**src/rtl/mem_arbiter.sv**
```systemverilog
// Two-port arbiter in front of a single-port RAM with registered read data.
// Arbitration is round-robin, and a port can hold a bounded lock on the RAM.
module mem_arbiter #(
    parameter int data_width = 32,
    parameter int addr_width = 4,
    parameter int max_lock   = 4
) (
    input  logic                  clk,
    input  logic                  reset,
    input  logic                  a_req,
    input  logic                  a_we,
    input  logic                  a_lock,
    input  logic [addr_width-1:0] a_addr,
    input  logic [data_width-1:0] a_wdata,
    output logic                  a_gnt,
    output logic                  a_rvalid,
    output logic [data_width-1:0] a_rdata,
    input  logic                  b_req,
    input  logic                  b_we,
    input  logic                  b_lock,
    input  logic [addr_width-1:0] b_addr,
    input  logic [data_width-1:0] b_wdata,
    output logic                  b_gnt,
    output logic                  b_rvalid,
    output logic [data_width-1:0] b_rdata,
    output logic [addr_width-1:0] ram_read_address,
    output logic [addr_width-1:0] ram_write_address,
    output logic                  ram_write,
    output logic [data_width-1:0] ram_din,
    input  logic [data_width-1:0] ram_dout
);

    localparam logic [1:0] IDLE   = 2'd0;
    localparam logic [1:0] LOCK_A = 2'd1;
    localparam logic [1:0] LOCK_B = 2'd2;
    localparam logic       LG_A   = 1'b0;
    localparam logic       LG_B   = 1'b1;
    localparam logic [3:0] MAX_LOCK = 4'(max_lock);

    logic [1:0] state_q, state_d;
    logic       lg_q, lg_d;
    logic [3:0] lcnt_q, lcnt_d;
    logic       a_rvalid_q, a_rvalid_d;
    logic       b_rvalid_q, b_rvalid_d;
    logic       hold_a, hold_b;

    // A lock only wins unconditionally while its owner keeps asking and
    // has not used up its run; otherwise fall back to round-robin.
    always_comb begin
        hold_a = (state_q == LOCK_A) && a_req && a_lock && (lcnt_q < MAX_LOCK);
        hold_b = (state_q == LOCK_B) && b_req && b_lock && (lcnt_q < MAX_LOCK);
        a_gnt  = 1'b0;
        b_gnt  = 1'b0;
        if (reset) begin
            a_gnt = 1'b0;
            b_gnt = 1'b0;
        end else if (hold_a) begin
            a_gnt = 1'b1;
        end else if (hold_b) begin
            b_gnt = 1'b1;
        end else if (a_req && b_req) begin
            if (lg_q == LG_B) a_gnt = 1'b1;
            else              b_gnt = 1'b1;
        end else if (a_req) begin
            a_gnt = 1'b1;
        end else if (b_req) begin
            b_gnt = 1'b1;
        end
    end

    always_comb begin
        state_d    = IDLE;
        lcnt_d     = 4'd0;
        lg_d       = lg_q;
        a_rvalid_d = a_gnt && !a_we;
        b_rvalid_d = b_gnt && !b_we;
        if (a_gnt) begin
            lg_d = LG_A;
            if (a_lock) begin
                state_d = LOCK_A;
                if (state_q == LOCK_A) lcnt_d = (lcnt_q == 4'hf) ? lcnt_q : lcnt_q + 4'd1;
                else                   lcnt_d = 4'd1;
            end
        end else if (b_gnt) begin
            lg_d = LG_B;
            if (b_lock) begin
                state_d = LOCK_B;
                if (state_q == LOCK_B) lcnt_d = (lcnt_q == 4'hf) ? lcnt_q : lcnt_q + 4'd1;
                else                   lcnt_d = 4'd1;
            end
        end
    end

    always_ff @(posedge clk) begin
        if (reset) begin
            state_q    <= IDLE;
            lg_q       <= LG_B;
            lcnt_q     <= 4'd0;
            a_rvalid_q <= 1'b0;
            b_rvalid_q <= 1'b0;
        end else begin
            state_q    <= state_d;
            lg_q       <= lg_d;
            lcnt_q     <= lcnt_d;
            a_rvalid_q <= a_rvalid_d;
            b_rvalid_q <= b_rvalid_d;
        end
    end

    // Port A drives the RAM address/data whenever B is not granted.
    assign ram_read_address  = b_gnt ? b_addr : a_addr;
    assign ram_write_address = b_gnt ? b_addr : a_addr;
    assign ram_din           = b_gnt ? b_wdata : a_wdata;
    assign ram_write         = (a_gnt && a_we) || (b_gnt && b_we);

    // Reset masks a read still in flight from the cycle before it.
    assign a_rvalid = a_rvalid_q && !reset;
    assign b_rvalid = b_rvalid_q && !reset;
    assign a_rdata  = ram_dout;
    assign b_rdata  = ram_dout;

endmodule

```
**config.mk**
```make
export PLATFORM = sky130hd
export DESIGN_NAME = mem_arbiter
export DESIGN_NICKNAME = d
export VERILOG_FILES = /design/src/rtl/mem_arbiter.sv
export SDC_FILE = /design/constraint.sdc
export NUM_CORES = 1
export LEC_CHECK = 0
export ABC_AREA = 1
export BUFFER_PORTS_ARGS = -buffer_cell sky130_fd_sc_hd__buf_2
export CELL_PAD_IN_SITES_DETAIL_PLACEMENT = 1
export CELL_PAD_IN_SITES_GLOBAL_PLACEMENT = 1
export CORE_MARGIN = 2
export CORE_UTILIZATION = 17
export CTS_BUF_LIST = sky130_fd_sc_hd__clkbuf_4
export DETAILED_ROUTE_END_ITERATION = 10
export PLACE_DENSITY = 0.8
export SLEW_MARGIN = 20
export SYNTH_ARGS = -nofsm -noshare
export SYNTH_HDL_FRONTEND = slang
export SYNTH_SLANG_ARGS = --single-unit
```
**constraint.sdc**
```tcl
create_clock -name clk -period 1.9 [get_ports clk]
set_input_delay 0.38 -clock clk [delete_from_list [all_inputs] [get_ports clk]]
set_output_delay 0.38 -clock clk [all_outputs]
set_load 0.03 [all_outputs]
```
* After elaboration in Yosys (flattened, before gate mapping) *
Index checks and enable logic that the tools add are counted.

storage, ports and cells
  register bits = 9
  bits of input ports = 112
  logic and storage cells = 56

cells by class
  add/sub/neg operators = 1
  order comparisons = 1
  equal/unequal tests = 3
  muxes and demuxes = 28
  reduce and logical (&&, ||, !) cells = 18

operator list
  operator             number
  $mux 32              1
  $mux 4               8
  $mux 1               16
  $logic_and 1x1->1    13
  $mux 2               3
  $add 4x1->4 const B  1
  $eq 4x4->1 const B   1
  $lt 4x3->1 const B   1
  $logic_not 1->1      3
  $eq 2x1->1 const B   1
  $eq 2x2->1 const B   1
  $reduce_bool 2->1    1
  $logic_or 1x1->1     1

* Logic depth before layout (Yosys ltp) *
Gate-level depths: netlist of the first run.

  depth after elaboration = 9
  depth in mapped cells = 10

* Worst setup path after synthesis of the first run *
Ideal clock, no wire load.

  path kind = flip-flop to output port
  from = register lcnt_q[2]
  to = output ram_write
  data arrival time = 1,598 ps
  required time = 1,520 ps
  slack = -78 ps
  cell stages (with the launch flop) = 7
  buffers on the path = 1
  cell sequence = dfxtp_1 buf_2 nor2_4 nand2_1 a21oi_1 nand2_1 nand2_1

on the way
  cells in the longest elaborated chain, start to end = 7
  elaborated cells on any way between the ends = 12

RTL lines
  element                 line    RTL
  from (decl)             42      logic [3:0] lcnt_q, lcnt_d;
  from (signal assigned)  104     lcnt_q <= lcnt_d;
  $lt 4x3->1 (*)          50, 51
  $logic_and 1x1->1       51      hold_b = (state_q == LOCK_B) && b_req && b_lock && (lcnt_q < MAX_LOCK);
  $mux 1                  59      end else if (hold_b) begin
  $mux 1 (*)              57      end else if (hold_a) begin
  $mux 1 (*)              54      if (reset) begin
  net a_gnt               15      output logic a_gnt,
  $logic_and 1x1->1 (*)   114     assign ram_write = (a_gnt && a_we) || (b_gnt && b_we);
  $logic_or 1x1->1 (*)    114
  to (decl)               28      output logic ram_write,

The timed path passes the listed nets; every way through them passes the cells marked *.

* Worst setup path after layout of the first run *
  from = register state_q[1]
  to = output ram_din[20]

on the way
  cells in the longest elaborated chain, start to end = 8
  elaborated cells on any way between the ends = 12

RTL lines
  element                          line  RTL
  from (decl)                      40    logic [1:0] state_q, state_d;
  from (signal assigned)           102   state_q <= state_d;
  $eq 2x2->1                       51
  $logic_and 1x1->1 (3 in series)  51
  $mux 1                           59
  $mux 1 (*)                       57
  $mux 1 (*)                       54
  $mux 32 (*)                      113   assign ram_din = b_gnt ? b_wdata : a_wdata;
  to (decl)                        29    output logic [data_width-1:0] ram_din,

Mark *: on every way between the ends. The rest lies on a longest branch, timed or not.

==> results.sh, run 1 <==
export IMPL_cts_clk_slew_worst_paths_ns=0.07
export IMPL_drv_slew=0
export IMPL_rows=34
export IMPL_netlist_area_leader_share=0.349
export IMPL_synth_largest_area_cell="buf_4"
export IMPL_post_route_cells_drive_above_1_share=0.623
export IMPL_min_delay_start="b_we"
export IMPL_holdPathStages=2
export IMPL_period_share=1.09
export IMPL_worst_setup_path_type="flop to output pin"
export IMPL_synthDistinctLibCells=18
export IMPL_violations="setup timing"
export IMPL_grt_max_degree=24
export IMPL_cts_root_buf="clkbuf_4"
export IMPL_r2r_cells=12
export IMPL_leakage_nw=1.56
export IMPL_yosys_warnings=0
export IMPL_pin_count=221
export IMPL_fillerInstances=1104
export IMPL_cp_arrival_ns=1.69
export IMPL_syn_mean_instance_area_sq_um=5.55
export IMPL_diodes=0
export IMPL_setup_slack_ns=-0.167
export IMPL_clock_sinks=9
export IMPL_grtUsageTotal=0.125
export IMPL_whs_ns=0.323
export IMPL_ctsHoldBuffers=0
export IMPL_syn_nets=392
export IMPL_io_buffers=124
export IMPL_gr_total_overflow=0
export IMPL_grt_pass1_wl_um=9770
export IMPL_vias=1985
export IMPL_start_kind="flop"
export IMPL_tightest_slew_ns=0.275
export IMPL_synth_edf_count=0
export IMPL_relSlewSlack=0.815
export IMPL_gp_routability_congestion=0.793
export IMPL_cts_buffer_depth=2
export IMPL_hold_viol_final=0
export IMPL_end_kind="output pin"
export IMPL_fmax_mhz=484
export IMPL_area_growth_pct=75.5
export IMPL_syn_inst=279
export IMPL_pre_cts_ws_ns=-0.0539
export IMPL_synthTopCellsByCount="134 x nand2_1, 72 x buf_4, 17 x inv_1, 13 x nor2_1, 12 x nand3_1"
export IMPL_core_sq_mm=0.00876
export IMPL_ys_async_sr_fraction=0
export IMPL_timing_rr_start="state_q[0]"
export IMPL_wl_um=7270
export IMPL_hold_end="b_rvalid_q"
export IMPL_ys_flop_type="dfxtp_1"
export IMPL_yosysMostFrequentCell="nand2_1"
export IMPL_routedWlPerCell_um=15.5
export IMPL_dp_cells=445
export IMPL_timing_reg2reg_setup_slack_ns=0.36
export IMPL_reg2reg_to="lcnt_q[0]"
export IMPL_cts_tree="yes"
export IMPL_crit_required_ns=1.52
export IMPL_status="finished, violations left"
export IMPL_skew_ns=0.00467
export IMPL_ant_nets=0
export IMPL_critPathMaxFanout=11
export IMPL_seq_area_sq_um=188
export IMPL_initialDrtViolationCount=70
export IMPL_fp_dieH_um=99.5
export IMPL_drtPass1Iterations=4
export IMPL_dpl_hpwl_um=4510
export IMPL_dieWidth_um=99.5
export IMPL_synthTopCellsByArea="buf_4 35%, nand2_1 32%, dfxtp_1 12%"
export IMPL_layout_nets=475
export IMPL_cts_made_buffers=3
export IMPL_antenna_found_initial=0
export IMPL_viasPerCell=4.23
export IMPL_worstHoldPathType="input port to flop"
export IMPL_maxCapViolCount=0
export IMPL_htree_levels=1
export IMPL_die_area_sq_mm=0.00989
export IMPL_multiInputGateArea_sq_mm=0.00101
export IMPL_fin_crit_ns=2.07
export IMPL_synth_seq_cells=9
export IMPL_finalNonFillerCells=469
export IMPL_grt_setup_unrepaired="yes"
export IMPL_pwr_density_cell_mw_per_mm2=428
export IMPL_netlist_area_sq_mm=0.00155
export IMPL_clock_latency_ns=0.28
export IMPL_route_detailed_drc=0
export IMPL_ys_seq_area_frac=0.116
export IMPL_start_util=0.177
export IMPL_setup_viol=42
export IMPL_grt_pass1_vias=2083
export IMPL_ir_worst_vdd_v=0.000131
==> registers in the layout, indices dropped and copies added, names as in the netlist <==
register    flops
lcnt_q          4
a_rvalid_q      1
lg_q            1
state_q         2
b_rvalid_q      1
==> per-layer routing <==
layer | vias to the layer above | GRT usage | wire length, um
met4 | 0 | 0.0632 | 272
met2 | 107 | 0.250 | 3960
met3 | 30 | 0.0169 | 397
met5 | - | 0 | 0
met1 | 906 | 0.123 | 2640
li1 | 942 | - | -
==> cell usage in the layout (no fill, tap or decap), drive strengths merged, types with 3 or more instances in the layout <==
cell type  count
nand4          3
a21oi          3
clkbuf         7
inv           17
nor2          15
dfxtp          9
o21ai          3
nand3         14
nand2        135
buf          152
==> worst max-delay path, cell delays in order, from the launching register on <==
cell	delay, ns
dfxtp_2	0.34
inv_4	0.05
nor2_4	0.08
nand3_2	0.11
nand2_4	0.10
nand3_4	0.12
buf_6	0.17
clkbuf_16	0.16
nand2_1	0.06
nand2_1	0.07
buf_6	0.14
==> power by group <==
group | switching [mW] | total, mW | internal [mW] | leakage, nW
sequential | 0.00471 | 0.200 | 0.195 | 0.0757
combinational | 0.436 | 0.784 | 0.349 | 1.46
clock | 0.0837 | 0.179 | 0.0958 | 0.0184
total | 0.524 | 1.16 | 0.640 | 1.56
==> how the worst max path moves through the flow <==
| stage | from | to | slack [ns] | cells after the start |
|---|---|---|---|---|
| floorplan | lcnt_q[2] | ram_write_address[0] | 0.01 | 10 |
| global placement | b_req | ram_din[31] | 0.01 | 11 |
| detailed placement | b_req | ram_din[31] | -0.05 | 11 |
| CTS | state_q[1] | ram_din[6] | -0.15 | 10 |
| global route | state_q[1] | ram_din[20] | -0.25 | 10 |
| finish | state_q[1] | ram_din[20] | -0.17 | 10 |
==> final cells by class <==
type / instances / share of cell area
clock buffers: 4 / 0.0110
inverters: 18 / 0.0304
multi-input cells: 175 / 0.372
flip-flops and latches: 9 / 0.0690
well taps: 108 / 0.0497
repair buffers: 155 / 0.468
==> through the flow <==
stage	area, sq um	TNS (ns)	total power, mW	util
global placement	1850	0	0.713	0.211
detailed placement	1850	-0.987	0.724	0.211
global route	2720	-7.90	1.22	0.310
CTS	2380	-4.74	1.07	0.272
finish	2720	-4.53	1.16	0.310
floorplan	1550	0	0.774	-
==> repair_timing <==
action	CTS	global route
pin swaps	7	22
resized for setup	115	76
buffers inserted	12	5
endpoints found under the setup margin	42	43
gates cloned	3	3
==> logic make-up (layout without fill, tap and decap cells) <==
logic type                 count (synthesis)  in the layout  synth area share
and+or+nand+nor                          168            168             0.439
DFF                                        9              9             0.116
adders and majority gates                  1              1           0.00808
AOI/OAI and AO/OA                          6              6            0.0194
buffers and inverters                     95            177             0.417
Power figures use the tool's default switching activity.
==> run 2, diff against run 1 <==
--- a/config.mk
+++ b/config.mk
@@ -9,7 +9,6 @@
 export BUFFER_PORTS_ARGS = -buffer_cell sky130_fd_sc_hd__buf_2
 export CELL_PAD_IN_SITES_DETAIL_PLACEMENT = 1
 export CELL_PAD_IN_SITES_GLOBAL_PLACEMENT = 1
-export CORE_MARGIN = 2
 export CORE_UTILIZATION = 17
 export CTS_BUF_LIST = sky130_fd_sc_hd__clkbuf_4
 export DETAILED_ROUTE_END_ITERATION = 10
==> run 2 against run 1 <==
Against the previous run: flip-flop and latch count unchanged; final cell count down 1.1%; combinational power down 5.5%; largest power group unchanged; die area down 4.0%; cell area down 6.5%; count of clock-buffer cells in the layout unchanged; clock skew down 0.0044 ns; the run still ends with setup timing left; fmax up 1.2%; sequential share of layout area up 0.43 points.
==> results.sh, run 2 (synthesized netlist as in run 1, its figures left out) <==
export IMPL_start_kind="flop"
export IMPL_hold_viol_final=0
export IMPL_tightest_slew_ns=0.277
export IMPL_largest_register="lcnt_q"
export IMPL_min_delay_start="a_we"
export IMPL_setup_worst_path_start="lcnt_q[2]"
export IMPL_grt_max_degree=25
export IMPL_diodes=0
export IMPL_end_kind="output pin"
export IMPL_power_mw=1.11
export IMPL_worstHoldPathType="input port to flop"
export IMPL_largestRegisters="lcnt_q x4, state_q x2"
export IMPL_wl_um=6170
export IMPL_cts_clk_slew_worst_paths_ns=0.06
export IMPL_gp_routability_congestion=0.825
export IMPL_worst_setup_path_type="flop to output pin"
export IMPL_period_share=1.07
export IMPL_ctsHoldBuffers=0
export IMPL_cts_made_buffers=3
export IMPL_drtPass1Iterations=4
export IMPL_core_sq_mm=0.00876
export IMPL_layout_nets=470
export IMPL_status="finished, violations left"
export IMPL_rows=34
export IMPL_relSlewSlack=0.814
export IMPL_clock_sinks=9
export IMPL_routedWlPerCell_um=13.3
export IMPL_pwr_density_cell_mw_per_mm2=437
export IMPL_initialDrtViolationCount=27
export IMPL_dpl_hpwl_um=4510
export IMPL_violations="setup timing"
export IMPL_final_common_cell="buf_2"
export IMPL_fmax_mhz=490
export IMPL_vias=1875
export IMPL_maxCapViolCount=0
export IMPL_dp_cells=451
export IMPL_largest_register_ffs=4
export IMPL_grt_pass1_vias=1907
export IMPL_cts_buffer_depth=2
export IMPL_die_area_sq_mm=0.00950
export IMPL_setup_viol=42
export IMPL_fin_crit_ns=2.04
export IMPL_crit_required_ns=1.52
export IMPL_gr_total_overflow=0
export IMPL_dieWidth_um=97.5
export IMPL_route_detailed_drc=0
export IMPL_layout_common_cells="81 x buf_2, 78 x nand2_1, 49 x nand2_2, 45 x buf_6, 17 x buf_4"
export IMPL_leakage_nw=1.40
export IMPL_area_growth_pct=64.1
export IMPL_io_buffers=124
export IMPL_htree_levels=1
export IMPL_fp_dieH_um=97.5
export IMPL_clock_latency_ns=0.26
export IMPL_critPathMaxFanout=8
export IMPL_ant_nets=0
export IMPL_cts_tree="yes"
export IMPL_ir_worst_vdd_v=0.000140
export IMPL_timing_rr_start="lcnt_q[2]"
export IMPL_antenna_found_initial=0
export IMPL_post_route_cells_drive_above_1_share=0.624
export IMPL_cp_arrival_ns=1.66
export IMPL_pin_count=221
export IMPL_viasPerCell=4.04
export IMPL_grt_setup_unrepaired="yes"
export IMPL_grt_pass1_wl_um=8700
export IMPL_grtUsageTotal=0.111
export IMPL_drv_slew=0
export IMPL_cts_root_buf="clkbuf_4"
export IMPL_start_util=0.177
export IMPL_fillerInstances=1132
export IMPL_skew_ns=0.000286
export IMPL_finalNonFillerCells=464
export IMPL_setup_slack_ns=-0.142
==> run 2: per-layer routing <==
metal	part of all wire	track usage	up-vias
met5	0	0	-
met4	0.028	0.0532	0
met3	0.061	0.0129	25
met2	0.55	0.210	87
met1	0.36	0.120	836
li1	-	-	927
==> run 2: power breakdown <==
group          leakage (nW)  switching [mW]  internal [mW]  total (mW)
clock network        0.0184          0.0745         0.0955       0.170
registers            0.0752         0.00394          0.195       0.199
logic                  1.30           0.407          0.334       0.741
total                  1.40           0.485          0.625        1.11
==> run 2: final timing paths <==
check             depth (start not counted)  slack [ns]         end
setup / recovery                          9       -0.14  ram_din[5]
hold / removal                            2        0.31  a_rvalid_q
setup reg to reg                          8        0.44   lcnt_q[2]
hold reg to reg                           4        0.58        lg_q
==> run 2: layout make-up <==
class,count,area (sq um),share of cell area
timing repair buffer,150,1190,0.468
tap,108,135,0.0532
clock buffer,4,30.0,0.0118
sequential,9,186,0.0734
inverter,18,72.6,0.0286
multi-input combinational,175,927,0.365
==> run 2: per-stage QoR <==
step	utilization	setup slack [ns]	instance area, sq um	hold WS, ns	TNS, ns
after floorplan	-	0.0143	1550	0.452	0
after global placement	0.218	-0.00280	1910	0.537	-0.00280
after detailed placement	0.218	-0.0146	1910	0.545	-0.0384
after CTS	0.233	-0.141	2040	0.298	-4.32
after global routing	0.290	-0.215	2540	0.311	-7.35
final	0.290	-0.142	2540	0.310	-3.98
==> run 2: what timing repair did <==
item | CTS | global route
pin swaps | 0 | 18
gates cloned | 0 | 2
endpoints found under the hold margin | 0 | 0
buffers inserted | 0 | 7
setup endpoints to repair | 43 | 43
resized for setup | 39 | 134
==> run 2: worst max-delay path: stages (launching register included) <==
cell	delay [ns]
dfxtp_1	0.34
nor2_4	0.13
nand3_2	0.10
nand2_2	0.10
nand3_4	0.13
buf_12	0.18
clkbuf_16	0.15
nand2_2	0.06
nand2_2	0.05
buf_6	0.13
